--- config.mk ---
export PLATFORM = sky130hd
export DESIGN_NAME = axis_bram_adapter_v2_0_cntl
export DESIGN_NICKNAME = d
export VERILOG_FILES = /design/src/rtl/axis_bram_adapter_v2_0_cntl.sv
export SDC_FILE = /design/constraint.sdc
export NUM_CORES = 1
export LEC_CHECK = 0
export BUFFER_PORTS_ARGS = -buffer_cell sky130_fd_sc_hd__buf_2
export CORE_MARGIN = 5
export CORE_UTILIZATION = 30
export CTS_CLUSTER_DIAMETER = 100
export DETAILED_ROUTE_END_ITERATION = 8
export SYNTH_ARGS = -nofsm -noshare
export SYNTH_HDL_FRONTEND = slang
export SYNTH_SLANG_ARGS = --single-unit
--- constraint.sdc ---
create_clock -name clk -period 2.1 [get_ports clk]
set_input_delay 0.63 -clock clk [delete_from_list [all_inputs] [get_ports clk]]
set_output_delay 0.63 -clock clk [all_outputs]
set_load 0.02 [all_outputs]
--- src/rtl/axis_bram_adapter_v2_0_cntl.sv ---
// axis_bram_adapter_v2_0_cntl: AXIS <-> wide BRAM line pack/unpack control; optional tlast flush via AXIS_BRAM_CNTL_TLAST_FLUSH_EN
module axis_bram_adapter_v2_0_cntl #(
  parameter int BRAM_ADDR_LENGTH = 12,
  parameter int WORDS_PER_LINE = 36,
  localparam int CNT_BITS = $clog2(WORDS_PER_LINE)
) (
  input  logic                        clk,
  input  logic                        rst,
  input  logic                        start,
  input  logic                        rw,
  input  logic [BRAM_ADDR_LENGTH-1:0] bram_start_index,
  input  logic [BRAM_ADDR_LENGTH-1:0] bram_bound_index,
  output logic                        busy,
  output logic                        done,
  output logic                        truncated,
  input  logic                        s_axis_tvalid,
  output logic                        s_axis_tready,
  input  logic                        s_axis_tlast,
  output logic                        m_axis_tvalid,
  input  logic                        m_axis_tready,
  output logic                        m_axis_tlast,
  output logic                        pack_load,
  output logic [CNT_BITS-1:0]         pack_sel,
  output logic [CNT_BITS-1:0]         unpack_sel,
  output logic                        line_capture,
  output logic                        bram_en,
  output logic                        bram_wen,
  output logic [BRAM_ADDR_LENGTH-1:0] bram_index
);
`ifdef AXIS_BRAM_CNTL_TLAST_FLUSH_EN
  localparam logic FLUSH_EN = 1'b1;
`else
  localparam logic FLUSH_EN = 1'b0;
`endif
  typedef enum logic [2:0] {IDLE, WR, WR_LAST, RD_REQ, RD_WAIT, RD, DONE} state_t;
  state_t state;
  logic [CNT_BITS-1:0] cnt;
  logic [BRAM_ADDR_LENGTH-1:0] bound;
  logic last_slot, at_bound, flush, short_line;
  assign s_axis_tready = state == WR;
  assign m_axis_tvalid = state == RD;
  assign busy = state != IDLE && state != DONE;
  assign pack_load = s_axis_tvalid && s_axis_tready;
  assign pack_sel = cnt;
  assign unpack_sel = cnt;
  assign last_slot = cnt == CNT_BITS'(WORDS_PER_LINE - 1);
  assign at_bound = bram_index == bound;
  assign flush = FLUSH_EN && s_axis_tlast;
  assign m_axis_tlast = m_axis_tvalid && last_slot && at_bound;
  // Transfer sequencing; BRAM strobes, done and truncated are registered pulses.
  // The line address advances on the edge after each write cycle so the next line packs without a bubble.
  always_ff @(posedge clk or posedge rst) begin
    if (rst) begin
      state <= IDLE;
      cnt <= '0;
      bound <= '0;
      bram_index <= '0;
      bram_en <= 1'b0;
      bram_wen <= 1'b0;
      line_capture <= 1'b0;
      done <= 1'b0;
      truncated <= 1'b0;
      short_line <= 1'b0;
    end else begin
      bram_en <= 1'b0;
      bram_wen <= 1'b0;
      line_capture <= 1'b0;
      done <= 1'b0;
      truncated <= 1'b0;
      if (bram_wen) bram_index <= bram_index + BRAM_ADDR_LENGTH'(1);
      case (state)
        IDLE: if (start) begin
          bound <= bram_bound_index;
          bram_index <= bram_start_index;
          cnt <= '0;
          bram_en <= !rw;
          state <= rw ? WR : RD_REQ;
        end
        WR: if (pack_load) begin
          cnt <= (last_slot || flush) ? '0 : cnt + CNT_BITS'(1);
          if (last_slot || flush) begin
            bram_en <= 1'b1;
            bram_wen <= 1'b1;
          end
          if ((last_slot && at_bound) || flush) begin
            short_line <= flush && !(last_slot && at_bound);
            state <= WR_LAST;
          end
        end
        WR_LAST: begin
          done <= 1'b1;
          truncated <= short_line;
          state <= DONE;
        end
        RD_REQ: begin
          line_capture <= 1'b1;
          state <= RD_WAIT;
        end
        RD_WAIT: state <= RD;
        RD: if (m_axis_tready) begin
          cnt <= last_slot ? '0 : cnt + CNT_BITS'(1);
          if (last_slot && at_bound) begin
            done <= 1'b1;
            state <= DONE;
          end else if (last_slot) begin
            bram_index <= bram_index + BRAM_ADDR_LENGTH'(1);
            bram_en <= 1'b1;
            state <= RD_REQ;
          end
        end
        DONE: state <= IDLE;
        default: state <= IDLE;
      endcase
    end
  end
endmodule

======== After elaboration in Yosys (flattened, before gate mapping) ========
Index checks and enable logic that the tools add are counted.
W data, S select, Z words.
cells by class
  shift-type cells ........................ 0
  reduce and logical (&&, ||, !) cells .... 12
  bitwise operators ....................... 0
  add/sub/neg operators ................... 2
  $lt $le $gt $ge ......................... 0
  multipliers ............................. 0
  divide/modulo/power cells ............... 0
  mux-type cells .......................... 30
  equality and inequality tests ........... 13
operators with widths
  kind                     number
  $mux W12                 5
  $mux W6                  4
  $pmux W12 S2             1
  $mux W3                  6
  $pmux W3 S6              1
  $pmux W6 S3              1
  $add A12 B1 Y12 const B  1
  $eq A12 B12 Y1           1
  $mux W1                  9
  $add A6 B1 Y6 const B    1
  $eq A3 B2 Y1 const B     2
  $eq A3 B3 Y1 const B     2
  $eq A6 B6 Y1 const B     1
  $ne A2 B1 Y1 const B     3
  $reduce_bool A3 Y1       2
  $logic_and A1 B1 Y1      5
  $reduce_and A5 Y1        1
  $reduce_and A4 Y1        1
  $eq A3 B1 Y1 const B     1
  $logic_not A3 Y1         1
  $ne A3 B1 Y1 const B     1
  $ne A3 B3 Y1 const B     1
  $pmux W1 S3              1
  $mux W2                  1
  other kinds (4)          4
word-level totals
  output and inout port bits .............. 34
  bits in writable memories ............... 0
  ROM bits ................................ 0
  bits in registers ....................... 37
  latch bits .............................. 0
  logic and storage cells ................. 65
  memories ................................ 0

======== Longest topological paths before layout ========
Gate-level depths: netlist (run 1).
  word-level depth ........................ 6
  gate-level depth with buffers ........... 9
  mapped depth without buffers ............ 7

======== Worst setup path before layout (run 1) ========
OpenSTA, ideal clock, no wires.
  path kind ............................... register to output
  start point ............................. reg bram_index[9]
  end point ............................... out m_axis_tlast
  required time ........................... 1470 ps
  arrival ................................. 1506 ps
  cell stages (with the launch flop) ...... 8
  setup slack ............................. -36 ps
  cell sequence ........................... dfrtp_1 > clkbuf_2 > xnor2_1 > nand4_1 > nor3_2 > buf_6 > nand3_1 > inv_1
on the way
  longest elaborated chain between the ends .. 2
ends and longest elaborated chain
  item                    line  text
  from (decl)             28    output logic [BRAM_ADDR_LENGTH-1:0] bram_index
  from (signal assigned)  70    if (bram_wen) bram_index <= bram_index + BRAM_ADDR_LENGTH'(1);
  from (signal assigned)  74    bram_index <= bram_start_index;
  from (signal assigned)  106   bram_index <= bram_index + BRAM_ADDR_LENGTH'(1);
  $eq A12 B12 Y1          47    assign at_bound = bram_index == bound;
  $logic_and A1 B1 Y1     49    assign m_axis_tlast = m_axis_tvalid && last_slot && at_bound;
  to (decl)               21    output logic m_axis_tlast,
No other way between the ends.

======== Worst setup path after layout (run 1) ========
  start point ............................. reg bram_index[1]
  end point ............................... out m_axis_tlast
The elaborated chain is that of the path after synthesis.

==> results of run 1 <==
==> how the worst max path moves through the flow <==
stage	cells after the start	slack, ns	end
2_1_floorplan	7	0.03	m_axis_tlast
3_3_place_gp	7	0.03	bram_index[0]
3_5_place_dp	9	0.009	bram_index[1]
4_1_cts	6	-0.22	m_axis_tlast
5_1_grt	6	-0.27	m_axis_tlast
6_report	6	-0.20	m_axis_tlast
==> worst min-delay path, delay by kind of cell <==
family                 cells  cell delay (ns)
buffers and inverters      3             0.54
==> per-stage QoR <==
| stage | utilization | std cells | hold WS, ns | area [µm²] | setup TNS [ns] |
|---|---|---|---|---|---|
| 6_report | 0.4137 | 475 | 0.4480 | 3213 | -0.1976 |
| 5_1_grt | 0.4137 | 475 | 0.4919 | 3213 | -0.2847 |
| 4_1_cts | 0.3938 | 465 | 0.4627 | 3059 | -0.2240 |
| 3_5_place_dp | 0.3808 | 456 | 0.4851 | 2958 | 0 |
| 3_3_place_gp | 0.3808 | 456 | 0.4863 | 2958 | 0 |
| 2_1_floorplan | - | 280 | 0.4665 | 2414 | 0 |
==> power breakdown <==
group	leakage [nW]	switching (W)	internal, W
Sequential	0.484	0.000114	0.000806
Clock	0.0439	0.000267	0.000229
Combinational	1.01	0.000525	0.000390
Total	1.54	0.000906	0.00143
==> timing repair <==
action	CTS	global route
gates cloned	0	0
buffers inserted	1	10
pin swaps	5	11
setup endpoints to repair	2	14
resized for setup	4	20
==> synthesized netlist by cell type, types with 2 or more instances <==
cell,number
and2_1,4
clkbuf_1,3
buf_4,10
mux2i_1,2
a21oi_1,13
a211oi_1,2
inv_1,9
or3_1,3
and3_1,6
o21ai_1,2
buf_6,2
o221ai_1,3
nand3_1,9
nand2_1,56
nor2_1,21
nor3_1,2
ha_1,2
a21oi_2,2
o211a_1,2
xnor2_1,19
dfrtp_1,37
or2_2,2
o21ai_0,13
nor3b_1,4
buf_2,4
nor2b_1,2
nor3_2,2
nand4_1,10
xor2_1,5
==> kinds of logic after synthesis <==
logic type / after synthesis / share of synthesized area
and+or+nand+nor: 133 / 0.2801
AOI/OAI and AO/OA: 52 / 0.1592
DFF: 37 / 0.3838
buffers and inverters: 29 / 0.06950
xor gates and xnor gates: 24 / 0.08714
adders and majority gates: 2 / 0.01037
muxes: 2 / 0.008299
other: 1 / 0.001555
==> metal layers <==
layer,global-route usage,up-vias,part of all wire,wire length (µm)
met4,0.05042,0,0.020,140
met3,0.02104,8,0.036,248
li1,-,1146,-,-
met2,0.2340,46,0.50,3414
met1,0.1780,1128,0.44,3039
met5,0,-,0,0
==> final cells by class <==
type / count / area [µm²] / area share
Sequential cell: 37 / 930.9 / 0.2897
Multi-Input combinational cell: 214 / 1379 / 0.4291
Clock inverter: 3 / 17.52 / 0.005452
Tap cell: 102 / 127.6 / 0.03972
Clock buffer: 5 / 68.82 / 0.02142
Inverter: 9 / 33.78 / 0.01051
Timing Repair Buffer: 105 / 655.6 / 0.2041
==> registers in the layout (all words and copies together) (netlist names) <==
register	flops
bound	12
bram_en	1
bram_index	12
bram_wen	1
done	1
line_capture	1
pack_sel	6
state	3
==> impl_metrics.py, run 1 <==
metrics = {
    "detailed_routing": {
        "wl_per_cell_um": 14.40,
        "drtPass1Iterations": 4,
        "postRouteAntennaNets": 0,
        "route.detailed.drc": 0,
        "finalWirelength_um": 6842,
        "vias": 2328,
        "drtIter0Drc": 98,
        "vias_per_cell": 4.901,
    },
    "logic_synthesis": {
        "syn_area_per_cell_um2": 8.615,
        "synth.ff_latch_count": 37,
        "ys_warn_count": 0,
        "synth_area_leaders": "dfrtp_1 38%, nand2_1 8.7%, xnor2_1 6.9%",
        "synth_edf_count": 0,
        "synth.cell_area_um2": 2412,
        "ys.flop_type": "dfrtp_1",
        "synth_fp_nets": 313,
        "synth_cell_type_count": 58,
        "synth_seq_area_share": 0.3838,
        "yosysTopAreaCellShare": 0.3838,
        "yosysTopAreaCell": "dfrtp_1",
        "netlist_instances": 280,
        "async_flop_share": 1.000,
    },
    "setup_path": {
        "path_cells": "xnor2_2 > nand4_1 > nor3_2 > nand3_1 > inv_2 > buf_6",
        "max_stage_delay_ns": 0.43,
        "crit_buf_inv": 2,
        "critPathArrivalTime_ns": 1.67,
        "startpoint": "bram_index[1]",
        "r2r-start": "pack_sel[1]",
        "reg2reg_slack_ns": 0.09,
        "path_class": "register to output port",
        "worstPathMaxFanout": 2,
        "critPathLaunchType": "register",
        "crit_slowest_cell": "dfrtp_1",
        "cp_data_required_time_ns": 1.47,
        "critPathTopFamily": "simple AND/OR/NAND/NOR gates",
        "reg2reg_to": "bram_index[0]",
        "reg2reg_depth": 9,
        "endpoint_kind": "output port",
    },
    "grt": {
        "grt_pass1_vias": 2310,
        "grt_antenna_before_repair": 0,
        "grt_first_pass_wirelength_um": 11180,
        "overflow": 0,
        "track_usage": 0.1384,
        "grt_max_degree": 38,
    },
    "floorplanning": {
        "rows": 32,
        "coreArea_um2": 7767,
        "die-area_um2": 9934,
        "die_h_um": 99.67,
        "ios": 65,
        "initial_core_util": 0.3106,
        "die_w_um": 99.67,
    },
    "timing": {
        "setup_ws_ns": -0.1976,
        "slew_viol_final": 0,
        "final.min_clock_period_ns": 2.298,
        "finalSetupViolations": 1,
        "fmax_ghz": 0.4352,
        "fin_crit_sh": 1.094,
        "finClkSkew_ns": 0.007570,
        "grt_setup_unrepaired": "true",
        "finalHoldViolations": 0,
    },
    "outcome": {
        "violations": "negative setup slack",
        "status": "finished, violations left",
    },
    "clocking": {
        "ctsRootBufferMaster": "clkbuf_8",
        "cts_sinks": 37,
        "clk_pin_slew_ns": 0.08,
        "clock_latency_ns": 0.29,
        "htree_num_levels": 2,
        "cts_buffer_depth": 2,
        "numCtsBuffers": 5,
        "hold_buffers": 0,
        "cts_tree": "done",
    },
    "run": {
        "drv_cap": 0,
    },
    "place": {
        "place_ws_ns": 0.008546,
        "io_buffers": 62,
        "gp_congestion": 0.9003,
        "dp_hpwl_um": 5342,
    },
    "finish": {
        "antenna_cells": 0,
        "nFillCells": 835,
        "nNetsFinal": 405,
        "mostFrequentLayoutCells": "59 x buf_2, 54 x nand2_1, 42 x buf_4",
        "layout-drive-gt1-share": 0.3941,
        "synthToLayoutAreaGrowth_pct": 33.19,
        "final_common_cell": "buf_2",
    },
    "worst_hold_path": {
        "min-delay-path-class": "input port to async pin",
    },
    "power_and_ir_drop": {
        "leakage_nw": 1.541,
        "peakVddDrop_v": 0.0002757,
        "finalPower_w": 0.002331,
        "power_density_nw_per_um2": 725.5,
    },
}
Power figures use the tool's default switching activity.
==> inputs of run 2 (changes only) <==
--- a/config.mk
+++ b/config.mk
@@ -10,6 +10,7 @@
 export CORE_UTILIZATION = 30
 export CTS_CLUSTER_DIAMETER = 100
 export DETAILED_ROUTE_END_ITERATION = 8
+export PLACE_DENSITY = 0.57
 export SYNTH_ARGS = -nofsm -noshare
 export SYNTH_HDL_FRONTEND = slang
 export SYNTH_SLANG_ARGS = --single-unit
==> run 2 against run 1 <==
Effect of this change: cell area decreased by 3.0%; register-to-register slack improved by 0.04 ns; non-clock buffer count decreased by 12; total power increased by 3.2%; first-iteration DRC count increased by 5.1%; cell count decreased by 2.5%; via count decreased by 3.6%; critical path depth unchanged; critical endpoint unchanged; critical path type unchanged; global-route usage increased by 0.32 points; the flow still finishes with violations (negative setup slack).
==> impl_metrics.py, run 2 (same netlist as run 1, synthesis figures left out) <==
metrics = {
    "floorplanning": {
        "coreArea_um2": 7767,
        "initial_core_util": 0.3106,
        "ios": 65,
        "rows": 32,
        "die_w_um": 99.67,
        "die-area_um2": 9934,
        "die_h_um": 99.67,
    },
    "power_and_ir_drop": {
        "internal-power_w": 0.001519,
        "leakage_nw": 1.482,
        "p_sw_w": 0.0008870,
        "swShare": 0.3687,
        "peakVddDrop_v": 0.0002713,
        "p_seq_frac": 0.382,
        "power_density_nw_per_um2": 771.7,
        "p_clk_frac": 0.254,
        "p_comb_frac": 0.364,
    },
    "detailed_routing": {
        "finalWirelength_um": 6661,
        "drtIter0Drc": 103,
        "route.detailed.drc": 0,
        "wl_per_cell_um": 14.39,
        "vias": 2245,
        "vias_per_cell": 4.849,
        "postRouteAntennaNets": 0,
        "drtPass1Iterations": 4,
    },
    "run": {
        "drv_cap": 0,
    },
    "timing": {
        "setup_ws_ns": -0.2223,
        "slew_headroom": 0.6624,
        "finalSetupViolations": 1,
        "worst_pin_slew_ns": 0.5064,
        "final.min_clock_period_ns": 2.322,
        "finalHoldViolations": 0,
        "finClkSkew_ns": 0.01247,
        "fin_crit_sh": 1.106,
        "grt_setup_unrepaired": "true",
        "slew_viol_final": 0,
        "fmax_ghz": 0.4306,
    },
    "grt": {
        "grt_pass1_vias": 2308,
        "track_usage": 0.1416,
        "grt_max_degree": 38,
        "grt_antenna_before_repair": 0,
        "overflow": 0,
        "grt_first_pass_wirelength_um": 11370,
    },
    "clocking": {
        "htree_num_levels": 2,
        "clk_pin_slew_ns": 0.08,
        "cts_sinks": 37,
        "numCtsBuffers": 5,
        "cts_buffer_depth": 2,
        "cts_tree": "done",
        "clock_latency_ns": 0.29,
        "ctsRootBufferMaster": "clkbuf_8",
    },
    "setup_path": {
        "endpoint_kind": "output port",
        "critPathLaunchType": "register",
        "critPathArrivalTime_ns": 1.69,
        "path_class": "register to output port",
        "cp_data_required_time_ns": 1.47,
        "path_cells": "xnor2_1 > nand4_1 > nor3_2 > nand3_1 > inv_2 > buf_6",
        "worstPathMaxFanout": 2,
        "crit_slowest_cell": "dfrtp_1",
        "critPathTopFamily": "simple AND/OR/NAND/NOR gates",
        "max_stage_delay_ns": 0.42,
        "crit_buf_inv": 2,
    },
    "place": {
        "dp_hpwl_um": 5231,
        "gp_congestion": 0.8320,
        "io_buffers": 62,
        "dp.cells": 453,
    },
    "finish": {
        "synthToLayoutAreaGrowth_pct": 29.25,
        "fin_util": 0.4014,
        "final_common_cell": "buf_2",
        "layout-drive-gt1-share": 0.3573,
        "antenna_cells": 0,
        "nFillCells": 813,
        "nNetsFinal": 393,
        "mostFrequentLayoutCells": "61 x buf_2, 56 x nand2_1, 33 x dfrtp_1",
        "fin_cells": 463,
    },
    "worst_hold_path": {
        "min-delay-path-class": "input port to async pin",
    },
    "outcome": {
        "violations": "negative setup slack",
        "status": "finished, violations left",
    },
}
[run 2: final timing paths]
check,start,end,slack (ns),cells past startpoint
worst max-delay path,bram_index[5],m_axis_tlast,-0.22,6
worst max register to register,pack_sel[1],bram_index[4],0.13,8
worst min-delay path,rst,bram_index[7],0.45,3
min in group clk,bound[3],bound[3],0.50,2
worst min register to register,bound[3],bound[3],0.50,2
max in group asynchronous,rst,state[1],1.27,3
[run 2: per-layer routing]
metal  share of wire  track usage  up-vias
met5               0            0        -
met4           0.016      0.04307        0
met3           0.047      0.02665        8
met2            0.47       0.2278       48
met1            0.46       0.1922     1058
li1                -            -     1131
[run 2: worst register-to-register path: stages (launching register included)]
cell and delay, ns:
dfrtp_1 0.39, ha_1 0.21, nand4bb_1 0.18, nor2_2 0.21, nand2_1 0.20, o31ai_4 0.34, buf_4 0.20, a21oi_1 0.06
o21ai_1 0.12
[run 2: final cells by class]
cell class | count | area [µm²] | share of cell area
clock inverters | 2 | 35.03 | 0.01124
flip-flops and latches | 37 | 930.9 | 0.2986
clock buffers | 6 | 72.57 | 0.02327
well taps | 102 | 127.6 | 0.04093
multi-input cells | 214 | 1356 | 0.4350
inverters | 9 | 33.78 | 0.01083
repair buffers | 93 | 561.8 | 0.1802
[run 2: metrics by stage]
stage	total power (W)	TNS (ns)	worst slack [ns]	instance area (µm²)	hold slack, ns
global placement	0.001793	0	0.02650	2948	0.4840
CTS	0.002424	-0.2122	-0.2122	3064	0.4701
global route	0.002566	-0.3508	-0.3000	3118	0.5095
detailed placement	0.001801	0	0.003276	2948	0.4839
floorplan	0.001509	0	0.02849	2414	0.4665
finish	0.002406	-0.2223	-0.2223	3118	0.4543
[run 2: power groups by stage]
stage / Clock, W / Sequential (W) / Combinational, W
after floorplan: 0 / 0.00105 / 0.000454
after global placement: 0 / 0.000924 / 0.000869
after detailed placement: 0 / 0.000925 / 0.000876
after CTS: 0.000631 / 0.000914 / 0.000880
after global routing: 0.000664 / 0.000934 / 0.000968
final: 0.000611 / 0.000918 / 0.000877
[run 2: timing repair]
action                     in CTS  in global routing
hold buffers                    0                  0
gates resized for setup         4                  8
setup endpoints to repair       2                  7
gates cloned                    0                  0
hold endpoints to repair        0                  0
pin swaps                       4                  5
buffers inserted                0                  2
